## src/rtl/ultrasonic_scan_ctrl_pkg.sv

```systemverilog
// Shared constants for the ultrasonic scan controller: FSM encoding, 12 MHz timing defaults, width helper.
// Latency: n/a (package only).
// Backpressure: n/a (package only).
package ultrasonic_scan_ctrl_pkg;

    // FSM state encoding
    localparam logic [2:0] S_IDLE      = 3'd0;
    localparam logic [2:0] S_TRIG      = 3'd1;
    localparam logic [2:0] S_WAIT_RISE = 3'd2;
    localparam logic [2:0] S_MEASURE   = 3'd3;
    localparam logic [2:0] S_REPORT    = 3'd4;
    localparam logic [2:0] S_GAP       = 3'd5;

    // Timing defaults for a 12 MHz core clock
    localparam int TRIG_CYC_DEF = 120;     // 10 us trigger pulse
    localparam int CM_DIV_DEF   = 706;     // echo-high cycles per centimetre
    localparam int MAX_CM_DEF   = 400;     // sensor range limit
    localparam int RISE_TO_DEF  = 24000;   // 2 ms wait for echo rise
    localparam int GAP_CYC_DEF  = 720000;  // 60 ms acoustic guard gap

    // Bits needed to hold values 0..v-1, never less than one bit
    function automatic int clog2_min1(input int v);
        int r;
        r = 0;
        while ((1 << r) < v) begin
            r = r + 1;
        end
        return (r < 1) ? 1 : r;
    endfunction

endpackage

```

## src/rtl/ultrasonic_scan_ctrl_if.sv

```systemverilog
// Result bus from the scan controller to application logic.
// Latency: n/a (wires only).
// Backpressure: none; dist_valid is a single-cycle strobe, fields hold until the next report.
interface ultrasonic_scan_ctrl_if #(
    parameter int CH_W = 2
);
    logic            dist_valid;
    logic [CH_W-1:0] dist_ch;
    logic [15:0]     dist_cm;
    logic            dist_err;

    modport master (output dist_valid, dist_ch, dist_cm, dist_err);
    modport slave  (input  dist_valid, dist_ch, dist_cm, dist_err);
endinterface

```

## src/rtl/ultrasonic_scan_ctrl_echo_sync_edge.sv

```systemverilog
// Synchronises raw echo pins (2 flops) and derives rise/fall strobes from a third flop.
// Latency: pin change appears as a strobe in the cycle after the second clock edge.
// Backpressure: none; strobes are single-cycle and unconditional.
module ultrasonic_scan_ctrl_echo_sync_edge #(
    parameter int N_SENS = 4
) (
    input  logic              clk,
    input  logic              rst,
    input  logic [N_SENS-1:0] echo_i,
    output logic [N_SENS-1:0] rise_o,
    output logic [N_SENS-1:0] fall_o
);

    logic [N_SENS-1:0] meta_q;
    logic [N_SENS-1:0] sync_q;
    logic [N_SENS-1:0] dly_q;

    // Two-flop synchroniser followed by one delay stage for edge detection
    always_ff @(posedge clk or posedge rst) begin
        if (rst) begin
            meta_q <= '0;
            sync_q <= '0;
            dly_q  <= '0;
        end else begin
            meta_q <= echo_i;
            sync_q <= meta_q;
            dly_q  <= sync_q;
        end
    end

    assign rise_o = sync_q & ~dly_q;
    assign fall_o = ~sync_q & dly_q;

endmodule

```

## src/rtl/ultrasonic_scan_ctrl.sv

```systemverilog
// Round-robin HC-SR04 scheduler: triggers one sensor at a time, measures echo width in cm, then guards a gap.
// Latency: echo fall at the pin to dist_valid is three clock edges; timeout reports RISE_TO cycles after trig fall.
// Backpressure: none; results are single-cycle strobes with held fields, the consumer must keep up.
module ultrasonic_scan_ctrl
    import ultrasonic_scan_ctrl_pkg::*;
#(
    parameter int N_SENS   = 4,
    parameter int CH_W     = 2,
    parameter int TRIG_CYC = TRIG_CYC_DEF,
    parameter int CM_DIV   = CM_DIV_DEF,
    parameter int MAX_CM   = MAX_CM_DEF,
    parameter int RISE_TO  = RISE_TO_DEF,
    parameter int GAP_CYC  = GAP_CYC_DEF
) (
    input  logic                  clk,
    input  logic                  rst,
    input  logic                  run_i,
    input  logic [N_SENS-1:0]     en_mask_i,
    input  logic [N_SENS-1:0]     echo_i,
    output logic [N_SENS-1:0]     trig_o,
    output logic                  busy_o,
    ultrasonic_scan_ctrl_if.master res_if
);

    // One shared timer covers the trigger pulse, the rise timeout and the guard gap
    localparam int TMR_MAX = (GAP_CYC > RISE_TO) ? ((GAP_CYC > TRIG_CYC) ? GAP_CYC : TRIG_CYC)
                                                 : ((RISE_TO > TRIG_CYC) ? RISE_TO : TRIG_CYC);
    localparam int TMR_W   = clog2_min1(TMR_MAX);
    localparam int SUB_W   = clog2_min1(CM_DIV);
    localparam int CM_W    = clog2_min1(MAX_CM + 1);

    logic [2:0]        state_q, state_d;
    logic [CH_W-1:0]   ch_q, ch_d;
    logic [TMR_W-1:0]  tmr_q, tmr_d;
    logic [SUB_W-1:0]  sub_q, sub_d;
    logic [CM_W-1:0]   cm_q, cm_d;
    logic              dv_q, dv_d;
    logic [CH_W-1:0]   dch_q, dch_d;
    logic [15:0]       dcm_q, dcm_d;
    logic              derr_q, derr_d;

    logic [N_SENS-1:0] rise_w;
    logic [N_SENS-1:0] fall_w;
    logic              rise_sel;
    logic              fall_sel;
    logic              sub_wrap;
    logic              can_start;
    logic [CH_W-1:0]   nxt_ch;
    int                idx;

    ultrasonic_scan_ctrl_echo_sync_edge #(
        .N_SENS (N_SENS)
    ) u_sync (
        .clk    (clk),
        .rst    (rst),
        .echo_i (echo_i),
        .rise_o (rise_w),
        .fall_o (fall_w)
    );

    assign rise_sel  = rise_w[ch_q];
    assign fall_sel  = fall_w[ch_q];
    assign sub_wrap  = (sub_q == SUB_W'(CM_DIV - 1));
    assign can_start = run_i && (|en_mask_i);
    assign busy_o    = (state_q != S_IDLE);

    assign res_if.dist_valid = dv_q;
    assign res_if.dist_ch    = dch_q;
    assign res_if.dist_cm    = dcm_q;
    assign res_if.dist_err   = derr_q;

    // Only the active channel's trigger pin is driven, and only while in TRIG
    always_comb begin
        trig_o = '0;
        if (state_q == S_TRIG) begin
            trig_o[ch_q] = 1'b1;
        end
    end

    // Next enabled channel after the pointer; scanning farthest-first lets the nearest win, the pointer itself last
    always_comb begin
        nxt_ch = ch_q;
        idx    = 0;
        for (int i = N_SENS; i >= 1; i--) begin
            idx = int'(ch_q) + i;
            if (idx >= N_SENS) begin
                idx = idx - N_SENS;
            end
            if (en_mask_i[CH_W'(idx)]) begin
                nxt_ch = CH_W'(idx);
            end
        end
    end

    // Scan sequencer: trigger, wait for echo, measure, publish, guard gap
    always_comb begin
        state_d = state_q;
        ch_d    = ch_q;
        tmr_d   = tmr_q + 1'b1;
        sub_d   = sub_q;
        cm_d    = cm_q;
        dv_d    = 1'b0;
        dch_d   = dch_q;
        dcm_d   = dcm_q;
        derr_d  = derr_q;
        case (state_q)
            S_IDLE: begin
                tmr_d = '0;
                if (can_start) begin
                    state_d = S_TRIG;
                    ch_d    = nxt_ch;
                end
            end
            S_TRIG: begin
                if (tmr_q == TMR_W'(TRIG_CYC - 1)) begin
                    state_d = S_WAIT_RISE;
                    tmr_d   = '0;
                end
            end
            S_WAIT_RISE: begin
                if (rise_sel) begin
                    state_d = S_MEASURE;
                    sub_d   = '0;
                    cm_d    = '0;
                end else if (tmr_q == TMR_W'(RISE_TO - 1)) begin
                    state_d = S_REPORT;
                    dv_d    = 1'b1;
                    dch_d   = ch_q;
                    dcm_d   = '0;
                    derr_d  = 1'b1;
                end
            end
            S_MEASURE: begin
                if (fall_sel) begin
                    // The fall cycle is the last echo-high cycle seen by the synchroniser, so it is counted too
                    state_d = S_REPORT;
                    dv_d    = 1'b1;
                    dch_d   = ch_q;
                    dcm_d   = 16'(cm_q) + 16'(sub_wrap);
                    derr_d  = 1'b0;
                end else if (sub_wrap) begin
                    sub_d = '0;
                    cm_d  = cm_q + 1'b1;
                    if (cm_q == CM_W'(MAX_CM - 1)) begin
                        state_d = S_REPORT;
                        dv_d    = 1'b1;
                        dch_d   = ch_q;
                        dcm_d   = 16'(MAX_CM);
                        derr_d  = 1'b1;
                    end
                end else begin
                    sub_d = sub_q + 1'b1;
                end
            end
            S_REPORT: begin
                state_d = S_GAP;
                tmr_d   = '0;
            end
            S_GAP: begin
                if (tmr_q == TMR_W'(GAP_CYC - 1)) begin
                    tmr_d = '0;
                    if (can_start) begin
                        state_d = S_TRIG;
                        ch_d    = nxt_ch;
                    end else begin
                        state_d = S_IDLE;
                    end
                end
            end
            default: begin
                state_d = S_IDLE;
            end
        endcase
    end

    // State, counters and published result registers
    always_ff @(posedge clk or posedge rst) begin
        if (rst) begin
            state_q <= S_IDLE;
            ch_q    <= CH_W'(N_SENS - 1);
            tmr_q   <= '0;
            sub_q   <= '0;
            cm_q    <= '0;
            dv_q    <= 1'b0;
            dch_q   <= '0;
            dcm_q   <= '0;
            derr_q  <= 1'b0;
        end else begin
            state_q <= state_d;
            ch_q    <= ch_d;
            tmr_q   <= tmr_d;
            sub_q   <= sub_d;
            cm_q    <= cm_d;
            dv_q    <= dv_d;
            dch_q   <= dch_d;
            dcm_q   <= dcm_d;
            derr_q  <= derr_d;
        end
    end

endmodule
```

## src/flat_wrapper.sv

```systemverilog
// flat-port wrapper written by rule: the top's interface ports become plain ports
module ultrasonic_scan_ctrl_flat import ultrasonic_scan_ctrl_pkg::*;
#(
    parameter int N_SENS   = 4,
    parameter int CH_W     = 2,
    parameter int TRIG_CYC = TRIG_CYC_DEF,
    parameter int CM_DIV   = CM_DIV_DEF,
    parameter int MAX_CM   = MAX_CM_DEF,
    parameter int RISE_TO  = RISE_TO_DEF,
    parameter int GAP_CYC  = GAP_CYC_DEF
)
  (clk, rst, run_i, en_mask_i, echo_i, trig_o, busy_o, res_if_dist_valid, res_if_dist_ch, res_if_dist_cm, res_if_dist_err);
  ultrasonic_scan_ctrl_if #(.CH_W(CH_W)) res_if_i ();
  input  logic clk;
  input  logic rst;
  input  logic run_i;
  input  logic [N_SENS-1:0] en_mask_i;
  input  logic [N_SENS-1:0] echo_i;
  output logic [N_SENS-1:0] trig_o;
  output logic busy_o;
  output wire logic [$bits(res_if_i.dist_valid)-1:0] res_if_dist_valid;
  output wire logic [$bits(res_if_i.dist_ch)-1:0] res_if_dist_ch;
  output wire logic [$bits(res_if_i.dist_cm)-1:0] res_if_dist_cm;
  output wire logic [$bits(res_if_i.dist_err)-1:0] res_if_dist_err;
  assign res_if_dist_valid = res_if_i.dist_valid;
  assign res_if_dist_ch = res_if_i.dist_ch;
  assign res_if_dist_cm = res_if_i.dist_cm;
  assign res_if_dist_err = res_if_i.dist_err;
  ultrasonic_scan_ctrl #(.N_SENS(N_SENS), .CH_W(CH_W), .TRIG_CYC(TRIG_CYC), .CM_DIV(CM_DIV), .MAX_CM(MAX_CM), .RISE_TO(RISE_TO), .GAP_CYC(GAP_CYC)) u_core (.clk(clk), .rst(rst), .run_i(run_i), .en_mask_i(en_mask_i), .echo_i(echo_i), .trig_o(trig_o), .busy_o(busy_o), .res_if(res_if_i));
endmodule
```

## config.mk

```make
export PLATFORM = sky130hd
export DESIGN_NAME = ultrasonic_scan_ctrl_flat
export DESIGN_NICKNAME = d
export VERILOG_FILES = /design/src/rtl/ultrasonic_scan_ctrl_pkg.sv /design/src/rtl/ultrasonic_scan_ctrl_if.sv /design/src/rtl/ultrasonic_scan_ctrl_echo_sync_edge.sv /design/src/rtl/ultrasonic_scan_ctrl.sv /design/src/flat_wrapper.sv
export SDC_FILE = /design/constraint.sdc
export NUM_CORES = 1
export LEC_CHECK = 0
export CAP_MARGIN = 15
export CORE_MARGIN = 5
export CORE_UTILIZATION = 45
export CTS_CLUSTER_DIAMETER = 30
export DETAILED_ROUTE_END_ITERATION = 6
export MAX_ROUTING_LAYER = met4
export PLACE_DENSITY_LB_ADDON = 0.25
export SLEW_MARGIN = 25
export SYNTH_ARGS = -nofsm -noshare
export SYNTH_HDL_FRONTEND = slang
export SYNTH_SLANG_ARGS = --single-unit
```

## constraint.sdc

```tcl
create_clock -name clk -period 5.5 [get_ports clk]
set_input_delay 1.375 -clock clk [delete_from_list [all_inputs] [get_ports clk]]
set_output_delay 1.375 -clock clk [all_outputs]
set_load 0.05 [all_outputs]
```

# Yosys cells after proc, flatten, opt, wreduce, memory -nomap -nowiden
# Index checks and enable logic that the tools add are counted.
# classes
reduce_logical	13
n_bitwise	4
div	0
muxes	75
mul	0
n_eq_ne	21
order_cmp	10
n_shift	0
n_addsub	12
# op_table
operator	count
16-bit two-way mux	5
20-bit one-hot mux with 3 select lines	1
20-bit two-way mux	2
16-bit one-hot mux with 2 select lines	1
10-bit two-way mux	3
2-bit two-way mux	15
9-bit two-way mux	3
3-bit two-way mux	8
1-bit two-way mux	22
20-bit by 1-bit adder with 20-bit output (second input constant)	1
20-bit by 15-bit == test with 1-bit output (second input constant)	1
20-bit == test (second input constant)	1
20-bit by 7-bit == test with 1-bit output (second input constant)	1
10-bit one-hot mux with 2 select lines	1
3-bit one-hot mux with 6 select lines	1
9-bit one-hot mux with 2 select lines	1
2-bit by 4-bit < comparator with 1-bit output (second input constant)	4
1-bit binary-select mux with 2-bit select	6
10-bit by 1-bit adder with 10-bit output (second input constant)	1
9-bit by 1-bit adder with 10-bit output	1
10-bit == test (second input constant)	1
2-bit by 1-bit inequality test with 1-bit output (second input constant)	5
9-bit by 1-bit adder with 9-bit output (second input constant)	1
9-bit == test (second input constant)	1
30 further kinds	48
# word_totals
romBits	0
reg_bits	76
elab_cells	147
memories	0
latchBits	0
out_inout_bits	25
mem_bits_rw	0

# Depth between registers and ports, before layout
# Gate-level depths: netlist (run 1).
# depth
ltp_word	13
ltp_mapped	11
mapped_depth_nobuf	11

# Modules after synthesis
# From an unflattened synthesis (run 1), not the netlist that was laid out.
# hier_totals
cells_unflattened	394
area_unflattened_um2	3789.9
# modules_own_cells
module	n_inst	area_per_inst_um2	cells_each
ultrasonic_scan_ctrl	1	3415.8	373
ultrasonic_scan_ctrl_echo_sync_edge	1	374.1	21

# Least setup slack after synthesis (run 1)
# Ideal clock, no wire load.
# synth_timing
path_type	flip-flop to output port
startpoint	register u_core.state_q[0]
endpoint	output trig_o[0]
path_stages_with_launch	5
required_ns	4.125
setup_slack_ns	2.662
arrival_ns	1.463
path_cell_list	dfrtp_1 > clkbuf_1 > nor2b_1 > nor2b_1 > and2_1
# synth_between
elab_chain_cells	2
# synth_rtl
element	line	source
from (decl)	ultrasonic_scan_ctrl.sv:32	logic [2:0] state_q, state_d;
from (signal assigned)	ultrasonic_scan_ctrl.sv:189	state_q <= state_d;
3-bit by 1-bit == test with 1-bit output	ultrasonic_scan_ctrl.sv:75	if (state_q == S_TRIG) begin
4-bit two-way mux	ultrasonic_scan_ctrl.sv:75	
to (decl)	flat_wrapper.sv:19	output logic [N_SENS-1:0] trig_o;
# No other way between the ends.

# Worst setup path after layout (run 1)
# layout_timing
startpoint	register u_core.state_q[0]
endpoint	output trig_o[1]
# Same word-level chain as after synthesis.

==> results.txt, run 1 <==
----------------------------------------------------
[STA]
  Setup repair after global routing missed its margin ... false
  Max-slew headroom ... 0.443
  Clock period minus worst slack ... 3750 ps
  Endpoints failing setup ... 0
  Slew of the pin with the lowest slew margin ... 825 ps
  Count of final hold-check violations ... 0
  Worst clock skew ... 4.84 ps
  Total negative slack for setup checks ... 0 ps
  Pins over their slew limit ... 0
  Peak clock frequency supported by timing ... 0.267 GHz
  Part of the cycle the worst path needs ... 0.682

[Setup path]
  Critical path data arrival time ... 2380 ps
  CP endpoint kind ... output port
  Crit-path max cell delay ... ~790 ps
  Cell-by-cell listing of the critical path ... nor2b_1, nor2b_1, and2_1, clkdlybuf4s50_1
  Element type at the critical path start ... register
  Highest-delay cell along the critical path ... sky130_fd_sc_hd__clkdlybuf4s50_1
  Data required, critical path ... roughly 4000 ps
  Most prevalent standard cell on the critical path ... sky130_fd_sc_hd__nor2b_1
  Crit path buffers/inverters ... 1
  Critical path class ... register to output port
  Top Family by Delay on Critical Path ... buffers and inverters
  Largest fanout on the critical path ... 11

[Logic synthesis]
  Yosys reg bits ... 70
  Avg Cell Area, Syn ... about 9.8 sq um
  Post-synthesis cell type count ... 46
  Number of enable-type register cells in the synthesized netlist ... 0
  Area of the mapped netlist ... 3610 sq um
  Number of standard cells after synthesis ... 370
  Leading area contributor after synthesis ... sky130_fd_sc_hd__dfrtp_1
  Dominant cells by area after synthesis ... sky130_fd_sc_hd__dfrtp_1, sky130_fd_sc_hd__nor2_1, sky130_fd_sc_hd__xor2_1
  Yosys synthesis warning count ... 0
  Share of the yosys chip area belonging to registers ... 0.485
  Flip-flop cell with the highest count after synthesis ... sky130_fd_sc_hd__dfrtp_1
  Asr flop ratio synth ... 1.00
  Share of the synthesized area in the top cell type ... 0.471

[Floorplanning]
  Horizontal die dimension ... between 90 and 100 um
  Y dimension of the die ... 99.6 um
  Full die area ... about 9900 sq um
  Top-Level Pins ... 36
  Site Rows ... 32
  Area of the core ... approximately 8000 sq um
  Initial Utilization ... 0.465

[GRT]
  Antenna violations before repair ... 0
  Wire length of the first global-routing pass ... 12100 um
  Overflow left after global routing ... 0
  Global-route total usage across every layer ... 0.156
  Largest net degree at the start of global routing ... 38
  Number of global-route vias before repair ... 2548

[Route]
  Routed via count ... 2616
  Wire length on met2 ... 3250 um
  Final ANT Viol Nets ... 0
  Detailed-route DRC error count ... 0
  Average detailed-routed wire length per instance ... approximately 14 um
  Vias per inst ... 5.21
  Initial DRC count ... between 100 and 150
  Sum of routed wire segments on met1 ... 3360 um
  Final WL ... 6900 um
  Uppermost layer routed ... met4
  Routed length on met3 ... 232 um
  Total iterations of the first detailed-routing run ... 4

[Clocking]
  Number of buffers inserted for hold repair after clock tree synthesis ... 0
  Longest Clk Path Bufs ... 2
  CTS tree ... done
  CTS root buf ... sky130_fd_sc_hd__clkbuf_8
  Depth of the CTS H-tree ... 3
  # resized after CTS ... 0
  Clk sink count ... 70
  Number of CTS-inserted buffers ... 9
  Clock edge transition at the registers on the reported setup and hold paths ... 70 ps
  Buffers inserted during post-CTS setup optimization ... 0
  Worst-skew pair later-pin latency ... 340 ps

[Pwr]
  Cell leakage power ... 1.79 nW
  Post-layout power ... 0.00163 W
  Worst supply voltage drop on vdd ... 0.000366 V
  P per Cell Area ... 396 nW/um^2

[Placed design]
  GP Congestion ... 0.818
  Count of port buffers added during placement ... 29
  Cell count after placement ... 486
  HPWL after detailed placement ... 4890 um

[Finish]
  Antenna Cells ... 0
  Total of fill cells in the finished design ... 740
  Nets ... ~420
  Share of post-route cells with drive strength above 1 ... 0.0600
  Final Instance Count excl. Fillers ... 502
  Area added between synthesis and finish ... 14.1%

[Run]
  # Max-Cap Violations ... 0

[Min path]
  Type of the most critical hold path ... register to register

[Outcome]
  Run status ... completed

----------------------------------------------------
cell usage after synthesis, drive strengths merged (10+ instances only):
cell and instances:
nor2 54, nand2 30, dfrtp 68, buf 12, inv 12, ha 10
o21ai 16, xnor2 18, xor2 23, nand4 12, nand3 20
worst register-to-register path, delay by kind of cell, from the launching register on:
family	cells	cell delay, ps
simple gates	4	1340
compound gates	1	440
flops	1	390
fa+ha+maj	1	270
metrics by stage:
stage	util	hold slack, ps	setup slack [ps]	instance area, sq um
4_1_cts	0.531	354	1710	4120
2_1_floorplan	-	331	2360	3630
6_report	0.531	351	1750	4120
5_1_grt	0.531	361	1570	4120
3_3_place_gp	0.508	331	2140	3950
3_5_place_dp	0.508	337	2090	3950
logic make-up after synthesis:
group	after synthesis	synth area share
adders and majority gates	10	0.0346
muxes	9	0.0360
AOI/OAI and AO/OA	40	0.0751
buffers and inverters	33	0.0433
and+or+nand+nor	166	0.225
other	1	0.00104
DFF	70	0.485
xor gates and xnor gates	41	0.0994
layout make-up:
class | instances | area, sq um | area share
flip-flops and latches | 70 | 1750 | 0.425
multi-input cells | 272 | 1720 | 0.417
repair buffers | 30 | 298 | 0.0722
clock buffers | 13 | 159 | 0.0385
well taps | 102 | 128 | 0.0309
inverters | 12 | 45.0 | 0.0109
clock inverters | 3 | 18.8 | 0.00455
sequential cells by signal, indices dropped and copies added, names as in the netlist, 3 cells and up:
| register | cells |
|---|---|
| u_core.res_if.dist_cm | 10 |
| u_core.sub_q | 10 |
| u_core.u_sync.sync_q | 4 |
| u_core.state_q | 3 |
| u_core.u_sync.meta_q | 4 |
| u_core.u_sync.dly_q | 4 |
| u_core.tmr_q | 20 |
| u_core.cm_q | 9 |
routing by layer:
metal / global-route usage / vias to the layer above
met3: 0.0435 / 4
met2: 0.233 / 42
met4: 0.0483 / 0
met1: 0.207 / 1264
li1: - / 1306
met5: - / -
power by group:
| group | leakage [nW] | total (W) | switching, W | internal, W |
|---|---|---|---|---|
| combinational | 0.775 | 0.000601 | 0.000387 | 0.000214 |
| clock | 0.0934 | 0.000374 | 0.000186 | 0.000188 |
| sequential | 0.926 | 0.000657 | 0.0000744 | 0.000583 |
| total | 1.79 | 0.00163 | 0.000648 | 0.000984 |
placed cells by master (no fill, tap or decap), drive strengths merged, types with 5 or more instances in the layout:
master	count
and2	9
and3	8
clkbuf	13
clkdlybuf4s50	29
conb	6
dfrtp	68
ha	10
inv	12
nand2	30
nand2b	7
nand3	20
nand4	12
nor2	54
nor2b	8
nor3	5
o21ai	16
xnor2	18
xor2	23
path summary, 6_finish.rpt:
kind / start / to / slack (ps) / cells past startpoint
min: u_core.u_sync.meta_q[3] / u_core.u_sync.sync_q[3] / 350 / 0
max in group asynchronous: rst / u_core.cm_q[8] / 3100 / 3
max reg2reg: u_core.tmr_q[0] / u_core.tmr_q[4] / 2910 / 6
max: u_core.state_q[0] / trig_o[1] / 1750 / 4
min in group asynchronous: rst / u_core.tmr_q[12] / 1490 / 2
min reg2reg: u_core.u_sync.meta_q[3] / u_core.u_sync.sync_q[3] / 350 / 0
Power figures use the tool's default switching activity.
==> inputs of run 2 (changes only) <==
clock period = 3.36 ns   (was 5.5 ns; I/O delays follow)
==> run 2 against run 1 <==
Register-to-register slack worse by 2100 ps. Hold slack worse by 3.1 ps. Clock-buffer cell count fell by 1. Final area rose by 1.5%. First-iteration DRC count grew 4.6%. Highest routed layer unchanged. Flip-flop and latch count stayed put. Total power is 68% higher. Critical endpoint is now trig_o[3]. Combinational power is 63% higher. Non-clock buffer count up 2. Largest cell class unchanged. Global-route usage hardly changed.
==> results.txt, run 2 (synthesis gave the netlist of run 1 again) <==
----------------------------------------------------
[Outcome]
  Run status ... completed

[Pwr]
  Worst supply voltage drop on vdd ... 0.000427 V (+17%)
  P per Cell Area ... 655 nW/um^2 (+66%)
  Cell leakage power ... 1.89 nW (+5.4%)
  Post-layout power ... 0.00274 W (+68%)

[STA]
  Total negative slack for setup checks ... 0 ps (unchanged)
  Max-slew headroom ... 0.447 (+0.00435)
  Worst clock skew ... 8.90 ps (+4.06 ps)
  Setup repair after global routing missed its margin ... false
  Peak clock frequency supported by timing ... 0.350 GHz
  Endpoints failing setup ... 0 (unchanged)
  Pins over their slew limit ... 0 (unchanged)
  Part of the cycle the worst path needs ... 0.851
  Slew of the pin with the lowest slew margin ... 818 ps (-6.45 ps)
  Hold Slack ... 347 ps (-3.07 ps)
  Count of final hold-check violations ... 0 (unchanged)
  Clock period minus worst slack ... around 2900 ps

[GRT]
  Antenna violations before repair ... 0 (unchanged)
  Global-route total usage across every layer ... 0.156 (about the same)
  Wire length of the first global-routing pass ... 12100 um (-0.46%)
  Overflow left after global routing ... 0 (unchanged)
  Number of global-route vias before repair ... 2609 (+2.4%)
  Largest net degree at the start of global routing ... 35 (-7.9%)

[Route]
  Final ANT Viol Nets ... 0 (unchanged)
  Uppermost layer routed ... met4
  Total iterations of the first detailed-routing run ... 4 (unchanged)
  Wire length on met2 ... 3230 um (-0.71%)
  Initial DRC count ... 114 (+4.6%)
  Final WL ... 6790 um (-1.6%)
  Routed length on met3 ... 287 um (+24%)
  Vias per inst ... 5.21 (about the same)
  Sum of routed wire segments on met1 ... 3130 um (-6.8%)
  Average detailed-routed wire length per instance ... 13.5 um (-2.0%)
  Routed via count ... 2624 (+0.31%)
  Detailed-route DRC error count ... 0 (unchanged)

[Finish]
  Area added between synthesis and finish ... 15.8%
  Register cell area after layout ... 1750 sq um (unchanged)
  Number of flip-flops under the largest register name ... 20 (unchanged)
  Antenna Cells ... 0 (unchanged)
  Total of fill cells in the finished design ... 716 (-3.2%)
  Post-layout utilization of the core ... 0.539 (+0.00773)
  Share of post-route cells with drive strength above 1 ... 0.0672 (+0.00716)
  Most frequent cells in the layout ... sky130_fd_sc_hd__dfrtp_1, sky130_fd_sc_hd__nor2_1, sky130_fd_sc_hd__nand2_1, sky130_fd_sc_hd__clkdlybuf4s50_1, sky130_fd_sc_hd__xor2_1
  Most common library cell in the layout ignoring fill and taps ... sky130_fd_sc_hd__dfrtp_1
  Multi-input gate area in the final layout ... 1720 sq um (unchanged)
  Register containing the most flip-flops in the final layout ... u_core.tmr_q
  Nets ... 418 (+0.48%)

[Placed design]
  GP Congestion ... 0.822 (+0.44%)
  Count of port buffers added during placement ... 29 (unchanged)
  HPWL after detailed placement ... 4850 um (-0.77%)

[Clocking]
  CTS tree ... done
  CTS root buf ... sky130_fd_sc_hd__clkbuf_8
  Depth of the CTS H-tree ... 3 (unchanged)
  Longest Clk Path Bufs ... 2 (unchanged)
  Clock edge transition at the registers on the reported setup and hold paths ... 70 ps (about the same)
  Worst-skew pair later-pin latency ... 350 ps (about the same)
  Number of CTS-inserted buffers ... 9 (unchanged)
  Clk sink count ... 70 (unchanged)

[Setup path]
  Element type at the critical path start ... register
  Most prevalent standard cell on the critical path ... sky130_fd_sc_hd__nor2b_1
  Cell-by-cell listing of the critical path ... nor2b_1, nor2b_1, and2_1, dlymetal6s2s_1
  Highest-delay cell along the critical path ... sky130_fd_sc_hd__dfrtp_1
  CP endpoint kind ... output port
  Data required, critical path ... 2520 ps (-1600 ps)
  Critical path data arrival time ... 2020 ps (-360 ps)
  Crit-path max cell delay ... 520 ps (-270 ps)
  Critical path class ... register to output port
  Largest fanout on the critical path ... 11 (unchanged)

[Floorplanning]
  Area of the core ... 7770 sq um (unchanged)
  Full die area ... 9920 sq um (unchanged)
  Initial Utilization ... 0.465 (unchanged)
  Horizontal die dimension ... 99.6 um (unchanged)
  Site Rows ... 32 (unchanged)
  Top-Level Pins ... 36 (unchanged)
  Y dimension of the die ... 99.6 um (unchanged)

[Run]
  # Max-Cap Violations ... 0 (unchanged)

[Min path]
  Type of the most critical hold path ... register to register

----------------------------------------------------
run 2: cell types whose count changed in the layout (fill, tap and decap cells not counted):
cell,before,now
sky130_fd_sc_hd__clkdlybuf4s50_1,29,25
sky130_fd_sc_hd__clkinv_4,1,0
sky130_fd_sc_hd__clkinv_2,2,3
sky130_fd_sc_hd__buf_12,0,1
sky130_fd_sc_hd__clkbuf_1,2,1
sky130_fd_sc_hd__bufinv_16,0,1
sky130_fd_sc_hd__buf_4,1,2
sky130_fd_sc_hd__dlymetal6s2s_1,0,4
run 2: power by group:
group / internal, W / switching, W
clock: 0.000380 / 0.000306
combinational: 0.000356 / 0.000626
sequential: 0.000954 / 0.000120
total: 0.00169 / 0.00105
run 2: critical path, delay by kind of cell, from the launching register on:
kind	cells	cell delay, ps
buffers and inverters	1	420
DFF	1	520
and+or+nand+nor	3	730
run 2: final timing paths:
path,from,endpoint,slack [ps],depth (start not counted)
worst min register to register,u_core.u_sync.meta_q[3],u_core.u_sync.sync_q[3],350,0
min in group asynchronous,rst,u_core.sub_q[2],880,2
worst min-delay path,u_core.u_sync.meta_q[3],u_core.u_sync.sync_q[3],350,0
worst max register to register,u_core.sub_q[5],u_core.res_if.dist_cm[7],780,7
worst max-delay path,u_core.state_q[0],trig_o[3],500,4
max in group asynchronous,rst,u_core.ch_q[0],1820,3
run 2: layout make-up:
cell class | count | share of cell area
clock buffer | 12 | 0.0371
inverter | 12 | 0.0108
multi-input combinational | 272 | 0.411
tap | 102 | 0.0305
timing repair buffer | 32 | 0.0801
sequential | 70 | 0.419
clock inverter | 4 | 0.0108
run 2: what timing repair did:
action / in CTS / in global routing
gates resized for setup: 0 / 4
endpoints found under the setup margin: 0 / 4
hold buffers: 0 / 0
setup buffers: 0 / 0
run 2: layer usage:
metal,global-route usage,vias to the layer above
li1,-,1312
met1,0.191,1249
met2,0.249,50
met3,0.0337,13
met4,0.0672,0
met5,-,-
run 2: through the flow:
step	cells	setup WS (ps)	cell area, sq um
CTS	504	86.7	4170
floorplan	375	755	3630
global route	504	350	4180
global placement	488	542	3970
finish	504	500	4180
detailed placement	488	487	3970
